==> src/rtl/eig_iter_controller.sv <==
// rtl/eig_iter_controller.sv - iteration sequencer for the 4x4 eigenvalue engine
// Optional iteration cap enabled by defining EIG_ITER_LIMIT_EN.
module eig_iter_controller #(
  parameter int TOL      = 1,
  parameter int MAX_ITER = 64,
  parameter int CNT_W    = 8
) (
  input  logic             clk,
  input  logic             rst_n,
  input  logic             in_valid,
  input  logic [255:0]     in_matrix,
  output logic             in_ready,
  output logic             eng_start,
  output logic [255:0]     eng_a,
  input  logic             eng_done,
  input  logic [255:0]     eng_a_next,
  output logic             ev_valid,
  output logic [15:0]      ev_data,
  output logic             ev_last,
  input  logic             ev_ready,
  output logic             busy,
  output logic [CNT_W-1:0] iter_count,
  output logic             timeout
);

  typedef enum logic [2:0] {S_IDLE, S_CHECK, S_ISSUE, S_WAIT, S_EMIT} state_t;

  localparam logic signed [15:0] TOL_P = 16'(TOL);
  localparam logic signed [15:0] TOL_N = 16'(-TOL);

  state_t             state_q, state_d;
  logic [255:0]       a_cur_q, a_cur_d;
  logic [CNT_W-1:0]   iter_q, iter_d;
  logic [1:0]         k_q, k_d;
  logic               conv;
  logic               limit_hit;

  function automatic logic [15:0] elem(input logic [255:0] m, input int r, input int c);
    return m[16*(4*r+c) +: 16];
  endfunction

  function automatic logic near_zero(input logic [15:0] x);
    return ($signed(x) >= TOL_N) && ($signed(x) <= TOL_P);
  endfunction

  assign conv = near_zero(elem(a_cur_q, 1, 0)) && near_zero(elem(a_cur_q, 2, 0)) &&
                near_zero(elem(a_cur_q, 2, 1)) && near_zero(elem(a_cur_q, 3, 0)) &&
                near_zero(elem(a_cur_q, 3, 1)) && near_zero(elem(a_cur_q, 3, 2));

`ifdef EIG_ITER_LIMIT_EN
  logic timeout_q, timeout_d;

  assign limit_hit = (iter_q == CNT_W'(MAX_ITER));

  always_comb begin
    timeout_d = timeout_q;
    if (state_q == S_IDLE && in_valid) begin
      timeout_d = 1'b0;
    end else if (state_q == S_CHECK && !conv && limit_hit) begin
      timeout_d = 1'b1;
    end
  end

  always_ff @(posedge clk or negedge rst_n) begin
    if (!rst_n) begin
      timeout_q <= 1'b0;
    end else begin
      timeout_q <= timeout_d;
    end
  end

  assign timeout = timeout_q;
`else
  assign limit_hit = 1'b0;
  assign timeout   = 1'b0;
`endif

  always_comb begin
    state_d = state_q;
    a_cur_d = a_cur_q;
    iter_d  = iter_q;
    k_d     = k_q;
    case (state_q)
      S_IDLE: begin
        if (in_valid) begin
          a_cur_d = in_matrix;
          iter_d  = '0;
          state_d = S_CHECK;
        end
      end
      S_CHECK: begin
        k_d = 2'd0;
        // A capped run still drains whatever diagonal it reached.
        if (conv || limit_hit) begin
          state_d = S_EMIT;
        end else begin
          state_d = S_ISSUE;
        end
      end
      S_ISSUE: state_d = S_WAIT;
      S_WAIT: begin
        if (eng_done) begin
          a_cur_d = eng_a_next;
          iter_d  = (iter_q == '1) ? iter_q : iter_q + 1'b1;
          state_d = S_CHECK;
        end
      end
      S_EMIT: begin
        if (ev_ready) begin
          k_d = k_q + 2'd1;
          if (k_q == 2'd3) begin
            state_d = S_IDLE;
          end
        end
      end
      default: state_d = S_IDLE;
    endcase
  end

  always_ff @(posedge clk or negedge rst_n) begin
    if (!rst_n) begin
      state_q <= S_IDLE;
      a_cur_q <= '0;
      iter_q  <= '0;
      k_q     <= 2'd0;
    end else begin
      state_q <= state_d;
      a_cur_q <= a_cur_d;
      iter_q  <= iter_d;
      k_q     <= k_d;
    end
  end

  assign in_ready   = (state_q == S_IDLE);
  assign busy       = (state_q != S_IDLE);
  assign eng_start  = (state_q == S_ISSUE);
  assign eng_a      = a_cur_q;
  assign ev_valid   = (state_q == S_EMIT);
  assign ev_last    = (state_q == S_EMIT) && (k_q == 2'd3);
  assign ev_data    = (state_q == S_EMIT) ? elem(a_cur_q, int'(k_q), int'(k_q)) : 16'h0000;
  assign iter_count = iter_q;

endmodule

==> config.mk <==
export PLATFORM = sky130hd
export DESIGN_NAME = eig_iter_controller
export DESIGN_NICKNAME = d
export VERILOG_FILES = /design/src/rtl/eig_iter_controller.sv
export SDC_FILE = /design/constraint.sdc
export NUM_CORES = 1
export LEC_CHECK = 0
export BUFFER_PORTS_ARGS = -buffer_cell sky130_fd_sc_hd__buf_2
export CAP_MARGIN = 10
export CELL_PAD_IN_SITES_DETAIL_PLACEMENT = 1
export CELL_PAD_IN_SITES_GLOBAL_PLACEMENT = 2
export CORE_AREA = 2 2 315 317
export DETAILED_ROUTE_END_ITERATION = 6
export DIE_AREA = 0 0 317 319
export HOLD_SLACK_MARGIN = 0.05
export PLACE_DENSITY = 0.55
export SLEW_MARGIN = 20
export SYNTH_ARGS = -nofsm -noshare
export SYNTH_HDL_FRONTEND = slang
export SYNTH_SLANG_ARGS = --single-unit
==> constraint.sdc <==
create_clock -name clk -period 2.12 [get_ports clk]
set_clock_uncertainty 0.15 [all_clocks]
set_input_delay 0.106 -clock clk [delete_from_list [all_inputs] [get_ports clk]]
set_output_delay 0.106 -clock clk [all_outputs]
set_load 0.02 [all_outputs]
==> results of run 1 <==
==> logic make-up after synthesis <==
| group | Yosys count | synth area share, % |
|---|---|---|
| adder cells (fa/ha/maj) | 2 | 0.1907 |
| multiplexers | 16 | 2.746 |
| AO/OA/AOI/OAI | 287 | 14.01 |
| buffers and inverters | 128 | 4.710 |
| AND/OR/NAND/NOR | 879 | 26.89 |
| other | 1 | 0.02858 |
| XOR/XNOR | 2 | 0.1335 |
| flip-flops | 269 | 51.30 |
==> worst register-to-register path, cell delays in order (launching register included) <==
cell and delay [ps]:
dfrtp_1 420, nand4_1 190, o41ai_4 420, buf_4 190
nand4_1 170, buf_4 220, nor4_4 120, buf_4 160
a21oi_2 50
==> worst min path at each step <==
stage                          from    endpoint  slack [ps]  cells past startpoint
global placement              rst_n  eng_a[100]        -140                      1
finish              eng_a_next[109]  eng_a[109]         190                      4
detailed placement            rst_n  eng_a[105]        -130                      1
global route          in_matrix[33]   eng_a[33]         180                      4
CTS                 eng_a_next[101]  eng_a[101]         140                      4
floorplan                     rst_n    eng_a[0]        -340                      0
==> power by group through the flow <==
| stage | Combinational, mW | Sequential, mW | Clock [mW] |
|---|---|---|---|
| floorplan | 7.81 | 12.5 | 0 |
| global placement | 19.6 | 10.4 | 0 |
| detailed placement | 19.7 | 10.6 | 0 |
| CTS | 20.8 | 10.5 | 6.95 |
| global route | 22.3 | 10.8 | 7.13 |
| finish | 20.6 | 10.5 | 6.68 |
==> flip-flops by register name, indices dropped and copies added (netlist names) <==
signal and cells:
eng_a 256, iter_count 8, state_q 3, k_q 2
==> layout by cell type, fill, tap and decap left out, types with 13 or more instances in the layout <==
cell | synthesis | layout
mux4_2 | 16 | 16
buf_4 | 3 | 80
dfrtp_1 | 269 | 267
nor2_1 | 270 | 269
buf_6 | 1 | 18
dlygate4sd3_1 | 0 | 517
nand2_1 | 524 | 524
nand3_1 | 14 | 13
nor4_1 | 21 | 19
buf_2 | 94 | 784
a31oi_1 | 256 | 256
clkbuf_16 | 0 | 41
buf_12 | 0 | 37
and3_4 | 0 | 16
nand4_1 | 20 | 20
==> metal layers <==
layer | GRT usage [%] | up-vias
li1 | - | 8159
met1 | 19.26 | 8593
met2 | 29.02 | 614
met3 | 4.357 | 180
met4 | 7.704 | 6
met5 | 0 | -
==> timing repair <==
item / 4_1_cts / 5_1_grt
setup buffers: 11 / 0
cloned: 1 / 0
hold buffers: 518 / 0
endpoints found under the hold margin: 530 / 0
resized for setup: 61 / 9
endpoints found under the setup margin: 20 / 30
pin swaps: 4 / 4
==> final cells by class <==
class	instances	share of cell area, %
antenna	9	0.08571
clock buffer	57	4.362
clock inverter	7	0.4190
inverter	4	0.05714
multi-input combinational	1187	22.65
sequential	269	25.63
tap	1287	6.129
timing repair buffer	1438	40.67
==> per-stage QoR <==
step | cell area (um^2) | setup TNS, ps | util, %
floorplan | 13120 | 0 | -
global placement | 19410 | -964.2 | 19.87
detailed placement | 19410 | -757.2 | 19.87
CTS | 26240 | -4167 | 26.86
global route | 26270 | -4167 | 26.89
finish | 26280 | -2352 | 26.89
==> flow_summary.ini, run 1 <==
[status]
outcome = complete, but fails checks
failed_checks = negative setup slack

[timing]
fin_crit_sh_pct = 110.3
rsz0062_at_grt = yes
maxSlewViolCount = 0
min_period_ps = 2339
max_slew_margin_pct = 61.35
tightest_slew_ps = 572.3
final-setup-viol-count = 18
clock.fmax_ghz = 0.4276
worst_slack_ps = -218.5
whs_ps = 186.3
timing.final.hold_violations = 0

[placed_design]
hpwl_mm = 66.88
port_buffers = 801
place_worst_setup_slack_ps = -392.5
gp_congestion = 0.8349
dp_cells = 3656

[routing]
dr.max_layer_used = met5
met2WireLength_mm = 42.86
vias = 17550
drt_iter0_markers = 713
wirelength_met1_mm = 35.51
post_drt_wl_per_cell_um = 20.72
ant_nets = 0
firstDrtPassIters = 4
vias_per_cell = 4.122
route.detailed.drc = 0
met3_length_mm = 5.778
totalWireLength_mm = 88.25

[synthesis]
syn_area_mm2 = 0.01312
synthFlopType = dfrtp_1
syn_area_per_cell_um2 = 8.284
ys_ff_latch = 269
yosysWarnings = 0
synth_enable_flop_cells = 0
synth_top_area_share_pct = 51.30
synthDistinctLibCells = 38
ys_seq_area_share_pct = 51.30
netlist.top_cell.by_area = dfrtp_1
synthArstFlopShare_pct = 100.0
synth.most_common_cell = nand2_1
synth_commonest_cells = 524 x nand2_1, 270 x nor2_1, 269 x dfrtp_1
synth_area_leaders = dfrtp_1 51%, nand2_1 15%, a31oi_1 12%
syn_inst = 1584
synthesis.nets = 2103

[global_route]
grt_max_degree = 60
antenna_found_initial = 16
track_usage_pct = 16.81
grt_first_pass_wirelength_mm = 126.5
grt_pass1_vias = 19780
grt.overflow.total = 0

[die]
coreArea_mm2 = 0.09770
boundaryPins = 803
initial_core_util_pct = 13.43
die_w_um = 317
rows = 115
die_height_um = 319
dieArea_mm2 = 0.1011

[setup_path]
critPathMaxStageDelay_ps = 580
worst_ep_arrival_time_ps = 2080
crit_buf_inv = 2
cp-end-kind = output pin
cp_max_fo = 10
critPathLaunchType = flip-flop
endpoint = ev_data[0]
path_depth = 4
critPathLaunch = k_q[0]
path_class = flip-flop to output pin
reg2reg_from = eng_a[72]
worstPathCellList = buf_12 -> mux4_2 -> and3_4 -> buf_6
crit_slowest_cell = mux4_2
cpLargestDelayFamily = multiplexers
r2r_cells = 8
crit_required_ps = 1860
rr_endpoint = state_q[1]
ff2ff_setup_slack_ps = -120

[layout]
seq_area_mm2 = 0.006734
layout.cells.non_filler = 4258
drive_gt1_share_pct = 34.54
fillers = 11690
nNetsFinal = 3458
area_growth_pct = 100.2
multi_input_area_mm2 = 0.005952

[clock_tree]
htreeDepth = 2
cts_tree = yes
cts_buffers = 39
clock_latency_ps = 570
cts_root_buf = clkbuf_16
cts_max_path_buffers = 3
path_clk_slew_ps = 50
clock_sinks = 269

[pwr]
p_sw_share_pct = 48.66
power.switching_mw = 18.35
irDropWorstVdd_mv = 0.6715
p_int_mw = 19.36
power_mw = 37.72
power.density_mw_per_mm2 = 1435
p_seq_share_pct = 27.7
comb_power_share_pct = 54.5
p_clk_share_pct = 17.7
p_leak_nw = 11.99

[min_path]
hold_path.class = input port to flip-flop

[job]
max_cap_viol_count = 0
(Power assumes the default switching activity.)
==> run 2: changes to the inputs <==
BUFFER_PORTS_ARGS = -buffer_cell sky130_fd_sc_hd__buf_4   (was -buffer_cell sky130_fd_sc_hd__buf_2)
==> flow_summary.ini, run 2 (synthesis gave the netlist of run 1 again) <==
[setup_path]
endpoint = ev_data[0]
r2r_cells = 8
cp_max_fo = 10
worst_ep_arrival_time_ps = 2040
critPathLaunchType = flip-flop
critPathLaunch = k_q[0]
path_class = flip-flop to output pin
ff2ff_setup_slack_ps = 20
cp-end-kind = output pin
reg2reg_from = state_q[1]
crit_required_ps = 1860
rr_endpoint = eng_a[108]

[global_route]
grt.overflow.total = 0
grt_max_degree = 59
busiest_layer = met2
met3_usage_pct = 4.754
grt_first_pass_wirelength_mm = 129.3
met2_usage_pct = 30.20
track_usage_pct = 17.19
use_met1_pct = 19.53
antenna_found_initial = 14
grt_pass1_vias = 19660

[pwr]
irDropWorstVdd_mv = 0.7886
p_leak_nw = 12.88
power.density_mw_per_mm2 = 1409

[clock_tree]
clock_sinks = 269
cts_tree = yes
htreeDepth = 2
path_clk_slew_ps = 60
cts_max_path_buffers = 3
cts_root_buf = clkbuf_16
clock_latency_ps = 560
cts_buffers = 39

[placed_design]
dp_cells = 3647
port_buffers = 801
gp_congestion = 0.8210
place_worst_setup_slack_ps = -93.86
hpwl_mm = 68.34

[timing]
final-setup-viol-count = 18
rsz0062_at_grt = yes
worst_slack_ps = -171.4
fin_crit_sh_pct = 108.1
tightest_slew_ps = 572.8
maxSlewViolCount = 0
timing.final.hold_violations = 0
min_period_ps = 2291
max_slew_margin_pct = 61.81
clock.fmax_ghz = 0.4364

[layout]
area_growth_pct = 118.3
layout_common_cells = 866 x buf_4, 523 x nand2_1, 517 x dlygate4sd3_1, 268 x nor2_1, 260 x dfrtp_1
layout_commonest_cell = buf_4
drive_gt1_share_pct = 35.68
nNetsFinal = 3478
largest_reg_flops = 256
layout.cells.non_filler = 4283

[job]
max_cap_viol_count = 0

[die]
boundaryPins = 803
rows = 115
coreArea_mm2 = 0.09770
die_height_um = 319
initial_core_util_pct = 13.43
die_w_um = 317
dieArea_mm2 = 0.1011

[status]
failed_checks = negative setup slack
outcome = complete, but fails checks

[routing]
post_drt_wl_per_cell_um = 21.87
drt_iter0_markers = 617
firstDrtPassIters = 6
route.detailed.drc = 0
ant_nets = 0
vias_per_cell = 4.100
totalWireLength_mm = 93.67
vias = 17560

[min_path]
hold_path.class = input port to flip-flop
==> run 2: power by group <==
| group | total [mW] | switching (mW) | internal [mW] |
|---|---|---|---|
| Clock | 6.72 | 2.69 | 4.04 |
| Sequential | 10.7 | 2.95 | 7.74 |
| Combinational | 22.9 | 13.4 | 9.56 |
==> run 2: worst min-delay path by stage <==
stage                          startpoint         end  slack, ps  cells past startpoint
after floorplan                     rst_n    eng_a[0]       -340                      0
after global placement              rst_n  eng_a[100]       -120                      1
after detailed placement            rst_n  eng_a[100]       -120                      1
after CTS                   in_matrix[23]   eng_a[23]        150                      4
after global routing      eng_a_next[110]  eng_a[110]        190                      4
final                     eng_a_next[110]  eng_a[110]        210                      4
==> run 2: final cells by class <==
type,instances,area [um^2]
clock inverters,13,171.4
repair buffers,1458,13000
well taps,1287,1610
fillers,11410,69060
inverters,4,15.01
clock buffers,54,1082
flip-flops and latches,269,6743
multi-input cells,1187,5996
diodes,11,27.53
==> run 2: stage by stage <==
stage	cell area, um^2	hold slack (ps)	utilization, %	power [mW]	TNS, ps
floorplan	13120	-339.6	-	20.32	0
global placement	21310	-119.8	21.81	31.50	-416.4
detailed placement	21310	-121.2	21.81	31.78	-160.2
CTS	28060	149.5	28.72	39.73	-4210
global route	28630	193.2	29.31	43.07	-4762
finish	28640	211.6	29.32	40.35	-2280
==> run 2: what timing repair did <==
| item | in CTS | in global routing |
|---|---|---|
| hold buffers | 518 | 0 |
| setup buffers | 7 | 24 |
| gates cloned | 1 | 9 |
| endpoints found under the hold margin | 530 | 0 |
| endpoints found under the setup margin | 21 | 97 |
| resized for setup | 46 | 39 |
| pin swaps | 3 | 17 |
==> run 2: routing by layer <==
layer | up-vias | share of wire (%)
met3 | 162 | 6.7
li1 | 8214 | -
met1 | 8601 | 40
met2 | 577 | 49
met5 | - | 0.060
met4 | 8 | 3.7
==> run 2: critical path, stage by stage (launching register included) <==
cell     delay (ps)
dfrtp_2         410
buf_12          180
mux4_2          550
and3_4          190
buf_6           130
==> run 3: changes to the inputs <==
TNS_END_PERCENT = 1   (was default)
==> flow_summary.ini, run 3 (synthesis gave the netlist of run 1 again) <==
[setup_path]
cp-end-kind = output pin
crit_required_ps = 1860
worstPathCellList = buf_12 -> mux4_2 -> and3_4 -> buf_6
reg2reg_from = state_q[0]
critPathLaunchType = flip-flop
path_class = flip-flop to output pin
cp_max_fo = 10
crit_slowest_cell = mux4_2
critPathMaxStageDelay_ps = 540
worst_ep_arrival_time_ps = 2030
critPathLaunch = k_q[0]

[pwr]
p_int_mw = 20.66
comb_power_share_pct = 55.6
irDropWorstVdd_mv = 0.7890
power.density_mw_per_mm2 = 1392
p_seq_share_pct = 27.2
power.switching_mw = 18.43
p_clk_share_pct = 17.2
power_mw = 39.10
p_sw_share_pct = 47.15
p_leak_nw = 12.61

[status]
failed_checks = negative setup slack
outcome = complete, but fails checks

[placed_design]
hpwl_mm = 68.34
port_buffers = 801
gp_congestion = 0.8210

[min_path]
hold_path.class = input port to flip-flop
min-delay-start = in_matrix[247]

[timing]
timing.setup.tns_ps = -2265
clock.fmax_ghz = 0.4369
max_slew_margin_pct = 63.01
tightest_slew_ps = 554.9
min_period_ps = 2289
rsz0062_at_grt = yes
fin_crit_sh_pct = 108.0
timing.final.hold_violations = 0
maxSlewViolCount = 0
final-setup-viol-count = 16
worst_slack_ps = -168.7

[routing]
route.detailed.drc = 0
drt_iter0_markers = 586
ant_nets = 0
totalWireLength_mm = 89.60
firstDrtPassIters = 4
vias_per_cell = 4.070
vias = 17270
post_drt_wl_per_cell_um = 21.11

[layout]
largest_reg_flops = 256
nNetsFinal = 3440
layout_commonest_cell = buf_4
drive_gt1_share_pct = 34.44
area_growth_pct = 114.0
layout_common_cells = 843 x buf_4, 524 x nand2_1, 517 x dlygate4sd3_1, 268 x nor2_1, 266 x dfrtp_1

[clock_tree]
cts_tree = yes
cts_max_path_buffers = 3
clock_sinks = 269
path_clk_slew_ps = 60
htreeDepth = 2
cts_root_buf = clkbuf_16
clock_latency_ps = 560
cts_buffers = 39

[global_route]
track_usage_pct = 17.17
grt.overflow.total = 0
antenna_found_initial = 15
grt_first_pass_wirelength_mm = 129.2
grt_max_degree = 59
grt_pass1_vias = 19630

[die]
coreArea_mm2 = 0.09770
die_w_um = 317
dieArea_mm2 = 0.1011
rows = 115
initial_core_util_pct = 13.43
die_height_um = 319
boundaryPins = 803

[job]
max_cap_viol_count = 0
[run 3: changes by cell type in the layout (fill, tap and decap cells not counted), moves of 2 or more]
| cell | delta |
|---|---|
| dfrtp_2 | -6 |
| buf_16 | -3 |
| buf_6 | -4 |
| clkbuf_16 | -7 |
| dfrtp_1 | +6 |
| nor4_1 | +2 |
| buf_4 | -23 |
[run 3: final timing paths]
path	to	slack, ps	cells after the start
worst max register to register	eng_a[108]	90	7
worst min-delay path	eng_a[247]	210	4
worst max-delay path	ev_data[0]	-170	4
min in group asynchronous	eng_a[110]	530	4
worst min register to register	eng_a[36]	400	2
max in group asynchronous	eng_a[155]	710	4
[run 3: per-stage QoR]
step | setup WS, ps | hold WS, ps | cell area, um^2 | utilization, % | std cells
floorplan | 224.7 | -339.6 | 13120 | - | 1584
global placement | -217.5 | -119.8 | 21310 | 21.81 | 3647
detailed placement | -93.86 | -121.2 | 21310 | 21.81 | 3647
CTS | -301.0 | 149.5 | 28000 | 28.66 | 4235
global route | -263.8 | 193.2 | 28080 | 28.74 | 4241
finish | -168.7 | 212.8 | 28090 | 28.75 | 4244
[run 3: power by group through the flow]
stage / Combinational (mW) / Sequential (mW) / Clock [mW]
finish: 21.7 / 10.6 / 6.72
global route: 23.6 / 11.0 / 7.16
detailed placement: 21.0 / 10.8 / 0
global placement: 20.9 / 10.6 / 0
floorplan: 7.81 / 12.5 / 0
CTS: 22.0 / 10.7 / 7.02
[run 3: final cells by class]
cell class / count / area (um^2)
tap: 1287 / 1610
sequential: 269 / 6735
antenna: 10 / 25.02
fill: 11440 / 69610
inverter: 4 / 15.01
clock buffer: 54 / 1082
timing repair buffer: 1420 / 12500
multi-input combinational: 1187 / 5947
clock inverter: 13 / 171.4
[run 3: critical path: cells and delay by family, from the launching register on]
kind / cells / cell delay (ps)
muxes: 1 / 540
buffers and inverters: 2 / 310
DFF: 1 / 410
and+or+nand+nor: 1 / 200
[run 3: metal layers]
| metal | global-route usage [%] | vias up | routed length (um) |
|---|---|---|---|
| met3 | 4.754 | 166 | 6406 |
| met5 | 0 | - | 76 |
| met4 | 6.667 | 10 | 3556 |
| met1 | 19.53 | 8380 | 35180 |
| li1 | - | 8138 | - |
| met2 | 30.15 | 577 | 44380 |
[run 3: timing repair]
action                     in CTS  in global routing
hold buffers                  518                  0
gates resized for setup        45                 20
hold endpoints to repair      530                  0
setup endpoints to repair      21                 96
pin swaps                       2                  3
gates cloned                    1                  0
buffers inserted                2                  0
